==> config.mk <==
export PLATFORM = sky130hd
export DESIGN_NAME = shake_squeeze_serializer
export DESIGN_NICKNAME = d
export VERILOG_FILES = /design/src/rtl/shake_squeeze_serializer.sv
export SDC_FILE = /design/constraint.sdc
export NUM_CORES = 2
export LEC_CHECK = 0
export ABC_AREA = 1
export BUFFER_PORTS_ARGS = -buffer_cell sky130_fd_sc_hd__buf_2
export CAP_MARGIN = 20
export CORE_AREA = 5 5 442 444
export CTS_CLUSTER_DIAMETER = 50
export DETAILED_ROUTE_END_ITERATION = 6
export DIE_AREA = 0 0 447 449
export HOLD_SLACK_MARGIN = 0.12
export RECOVER_POWER = 100
export SETUP_SLACK_MARGIN = 0.5
export SYNTH_ARGS = -nofsm -noshare
export SYNTH_HDL_FRONTEND = slang
export SYNTH_SLANG_ARGS = --single-unit
==> constraint.sdc <==
create_clock -name clk -period 57.6 [get_ports clk]
set_input_delay 11.52 -clock clk [delete_from_list [all_inputs] [get_ports clk]]
set_output_delay 11.52 -clock clk [all_outputs]
set_load 0.1 [all_outputs]
==> src/rtl/shake_squeeze_serializer.sv <==
// SHAKE256 squeeze stage: serializes 1088-bit rate blocks LSB first under valid/ready,
// requesting a fresh permutation whenever a block runs out before the job does.
module shake_squeeze_serializer #(
  parameter int RATE_BITS = 1088,
  parameter int LEN_WIDTH = 16
) (
  input  logic                 clk,
  input  logic                 reset,
  input  logic                 start,
  input  logic [LEN_WIDTH-1:0] out_len,
  input  logic [RATE_BITS-1:0] block_in,
  input  logic                 block_valid,
  output logic                 block_ready,
  output logic                 perm_request,
  output logic                 serial_out,
  output logic                 serial_valid,
  input  logic                 serial_ready,
  output logic                 serial_last,
  output logic                 done,
  output logic [2:0]           debug_sq_state,
  output logic [10:0]          debug_sq_bitidx
);
  typedef enum logic [2:0] {
    IDLE = 3'd0, WAIT_BLOCK = 3'd1, SHIFT = 3'd2, REQ_PERM = 3'd3, DONE = 3'd4
  } state_t;

  localparam logic [10:0]          LAST_IDX = 11'(RATE_BITS - 1);
  localparam logic [LEN_WIDTH-1:0] ONE      = LEN_WIDTH'(1);
  localparam logic [LEN_WIDTH-1:0] TWO      = LEN_WIDTH'(2);

  state_t               state;
  logic [RATE_BITS-1:0] buffer;
  logic [10:0]          bit_idx;
  logic [LEN_WIDTH-1:0] remaining;
  logic [10:0]          next_idx;

  assign next_idx        = bit_idx + 11'd1;
  assign debug_sq_state  = state;
  assign debug_sq_bitidx = bit_idx;

  always_ff @(posedge clk or posedge reset) begin
    if (reset) begin
      state        <= IDLE;
      buffer       <= '0;
      bit_idx      <= '0;
      remaining    <= '0;
      block_ready  <= 1'b0;
      perm_request <= 1'b0;
      serial_out   <= 1'b0;
      serial_valid <= 1'b0;
      serial_last  <= 1'b0;
      done         <= 1'b0;
    end else begin
      perm_request <= 1'b0;
      case (state)
        IDLE, DONE: begin
          if (start) begin
            remaining <= out_len;
            bit_idx   <= '0;
            if (out_len == '0) begin
              state <= DONE;
              done  <= 1'b1;
            end else begin
              state       <= WAIT_BLOCK;
              done        <= 1'b0;
              block_ready <= 1'b1;
            end
          end
        end
        WAIT_BLOCK: begin
          if (block_valid && block_ready) begin
            buffer       <= block_in;
            bit_idx      <= '0;
            state        <= SHIFT;
            block_ready  <= 1'b0;
            serial_valid <= 1'b1;
            serial_out   <= block_in[0];
            serial_last  <= (remaining == ONE);
          end
        end
        SHIFT: begin
          // Output registers are preloaded with the next bit so nothing depends on serial_ready combinationally.
          if (serial_ready) begin
            remaining <= remaining - ONE;
            if (remaining == ONE) begin
              state        <= DONE;
              done         <= 1'b1;
              serial_valid <= 1'b0;
              serial_out   <= 1'b0;
              serial_last  <= 1'b0;
            end else if (bit_idx == LAST_IDX) begin
              state        <= REQ_PERM;
              perm_request <= 1'b1;
              serial_valid <= 1'b0;
              serial_out   <= 1'b0;
            end else begin
              bit_idx     <= next_idx;
              serial_out  <= buffer[next_idx];
              serial_last <= (remaining == TWO);
            end
          end
        end
        REQ_PERM: begin
          state       <= WAIT_BLOCK;
          bit_idx     <= '0;
          block_ready <= 1'b1;
        end
        default: begin
          state        <= IDLE;
          block_ready  <= 1'b0;
          serial_valid <= 1'b0;
          serial_out   <= 1'b0;
          serial_last  <= 1'b0;
          done         <= 1'b0;
        end
      endcase
    end
  end
endmodule

==> flow_summary.yaml <==
status:
  outcome: "finished with violations"
  violations: "capacitance limit, slew limit"
floorplanning:
  die_h_microns: 449
  ios: 1129
  core_area_sq_um: 191000
  fp.dieW_microns: 447
  start_util_pct: 28.0
  std_cell_rows: 161
  dieArea_sq_um: 201000
timing:
  clock.fmax_mhz: 28.7
  hold_viol: 0
  finalMaxSlewViolations: 2730
  slew_headroom_pct: -494
  rsz0062_at_grt: "no"
  fin_skew_ns: 0.0320
  finalCriticalPeriod_ns: 34.81
  tns_ns: 0
  setup_viol: 0
  period_share_pct: 60.4
  worstMarginPinSlew_ns: 8.92
power_and_ir_drop:
  leakage_nw: 33.7
  netSwitchingFraction_pct: 43.5
  p_switching_mw: 1.31
  p_int_mw: 1.70
  finalPower_mw: 3.01
  power-per-cell-area_nw_per_um2: 45.7
  pwr-share-comb_pct: 41.1
  seqPwrFrac_pct: 27.0
  ir_worst_vdd_mv: 0.0696
  p_clk_share_pct: 31.9
clock_tree:
  cts_max_level: 4
  clockBufferDepth: 3
  clk_latency_ns: 0.80
  cts_tree: "built"
  path_clk_slew_ns: 0.05
  post_cts_resized: 0
  cts.sinks: 1124
  cts_inserted_buffers: 151
  postCtsSetupBuffers: 0
  ctsHoldBuffers: 0
  cts_root_buffer: "clkbuf_16"
final_layout:
  fin_nets: 7743
  area_growth_pct: 23.2
  fin_util_pct: 34.5
  final.fill_count: 19700
  drive_gt1_share_pct: 29.3
global_route:
  grt-ovfl-total: 0
  grt_pass1_wl_microns: 304000
  grt_usage_pct: 20.4
  grt_max_degree: 214
  first_global_vias: 45700
  antenna_found_initial: 128
yosys:
  synth_edf_count: 0
  synthTopCellsByArea: "dfrtp_1 53%, mux2_2 12%, a21oi_1 5.5%"
  synth_top_family_by_area: "simple AND/OR/NAND/NOR gates"
  synth_simple_gate_area_share_pct: 14.4
  syn_area_sq_um: 53600
  synth_nets: 6802
  synth-adder-area-share_pct: 0.0935
  synth_mux_area_share_pct: 12.8
  yosys.area.top_type: "dfrtp_1"
  ys_types: 35
  synth_seq_cells: 1124
  synthTopCellsByCount: "1,124 x dfrtp_1, 703 x nor2_1, 591 x a21oi_1, 581 x nand3_1, 565 x mux2_2"
  netlist.area_leader.share_pct: 52.5
  synthCells: 5689
  synth-compound-area-share_pct: 12.0
  postSynthAreaPerCell_sq_um: 9.41
  synth_xor_area_share_pct: 0.231
  ys_warn_count: 0
  synth.most_common_cell: "dfrtp_1"
  ys_async_sr_fraction_pct: 100
  synth_flop_cell: "dfrtp_1"
  ys_seq_area_share_pct: 52.5
drt:
  drt-initial-drc-count: 3988
  drt_wl_total_microns: 212000
  dr.pass1.iters: 6
  drc_errors: 0
  routedWlPerCell_microns: 22.6
  drt.antenna.violating_nets: 0
  num_vias: 46100
  routed_via_density: 4.92
worst_setup_path:
  critPathLaunchType: "input port"
  worstPathRequired_ns: 58.30
  arrival_ns: 35.51
  criticalPathCategory: "in2reg"
  crit_path_end_kind: "register"
  rrSetupSlack_ns: 31.66
  crit_fanout: 189
placement:
  io_buffers: 1128
  dp_hpwl_microns: 151000
  gp_congestion: 0.921
hold_path:
  hold_class: "reg2reg"
job:
  drv_cap: 32
-- cell type report --
| cell class | count | area, sq um | area share [%] |
|---|---|---|---|
| diodes | 99 | 248 | 0.375 |
| flip-flops and latches | 1124 | 28100 | 42.6 |
| clock inverters | 74 | 953 | 1.44 |
| clock buffers | 193 | 4160 | 6.30 |
| repair buffers | 1200 | 6130 | 9.28 |
| well taps | 2526 | 3160 | 4.79 |
| multi-input cells | 3618 | 21200 | 32.1 |
| inverters | 535 | 2030 | 3.07 |
-- cell usage in the layout, fill, tap and decap left out, drive strengths merged --
| master | instances |
|---|---|
| or2 | 4 |
| diode | 99 |
| a211oi | 1 |
| or4 | 1 |
| nand4 | 6 |
| clkbuf | 247 |
| buf | 1146 |
| a21oi | 591 |
| ha | 4 |
| o21ai | 321 |
| o211ai | 216 |
| bufinv | 13 |
| xnor2 | 1 |
| xor2 | 11 |
| dfrtp | 1124 |
| o221ai | 14 |
| nor3 | 6 |
| and3 | 2 |
| clkinvlp | 9 |
| inv | 549 |
| nand2 | 528 |
| nand3 | 581 |
| a21o | 1 |
| clkinv | 38 |
| nor4 | 4 |
| o22ai | 12 |
| nor2 | 703 |
| mux2 | 608 |
| nand3b | 1 |
| a31oi | 2 |
-- final timing paths --
path                       cells after the start              start          end
max in group asynchronous                      7              reset   buffer[88]
max reg2reg                                   15  debug_sq_state[1]  buffer[803]
min reg2reg                                    1         buffer[62]   buffer[62]
max                                           13        block_valid  buffer[803]
min in group asynchronous                      2              reset  buffer[904]
min                                            1         buffer[62]   buffer[62]
-- critical path: stages --
cell and delay [ns]:
buf_2 0.10, nand2_1 0.07, nand2_1 0.09, nand3_1 0.18
inv_1 0.07, nand2_1 0.10, clkinv_1 0.06, nand2_1 1.84
clkbuf_1 5.47, clkbuf_1 2.75, clkbuf_1 5.93, clkbuf_1 5.71
mux2_2 0.90
-- flip-flops by register name (all words and copies together), names as in the netlist --
signal / cells
block_ready: 1
buffer: 1088
debug_sq_bitidx: 11
debug_sq_state: 3
done: 1
perm_request: 1
remaining: 16
serial_last: 1
serial_out: 1
serial_valid: 1
-- power by group through the flow --
stage	Sequential, mW	Clock [mW]	Combinational, mW
4_1_cts	0.812	0.982	1.25
3_3_place_gp	0.826	0	1.25
5_1_grt	0.813	1.02	1.35
6_report	0.812	0.962	1.24
2_1_floorplan	0.848	0	0.709
3_5_place_dp	0.826	0	1.25
-- through the flow --
stage / instances / worst slack [ns] / area, sq um / hold slack, ns
after floorplan: 5689 / 14.43 / 53600 / 0.459
after global placement: 9001 / 41.20 / 60800 / 0.469
after detailed placement: 9001 / 41.16 / 60800 / 0.474
after CTS: 9268 / 42.07 / 66000 / 0.487
after global routing: 9361 / 21.12 / 66000 / 0.498
final: 9369 / 22.79 / 66000 / 0.481
-- metal layers --
layer,global-route usage (%),wire length [microns]
met4,10.4,9550
met1,26.1,84900
met2,32.6,103000
met3,4.19,14900
met5,0,63
-- kinds of logic (layout without fill, tap and decap cells) --
logic type | Yosys count | in the layout
DFF | 1124 | 1124
adders and majority gates | 4 | 4
buffers and inverters | 947 | 2002
muxes | 608 | 608
other | 0 | 99
xor gates and xnor gates | 12 | 12
and+or+nand+nor | 1836 | 1836
AOI/OAI and AO/OA | 1158 | 1158
Power figures use the tool's default switching activity.
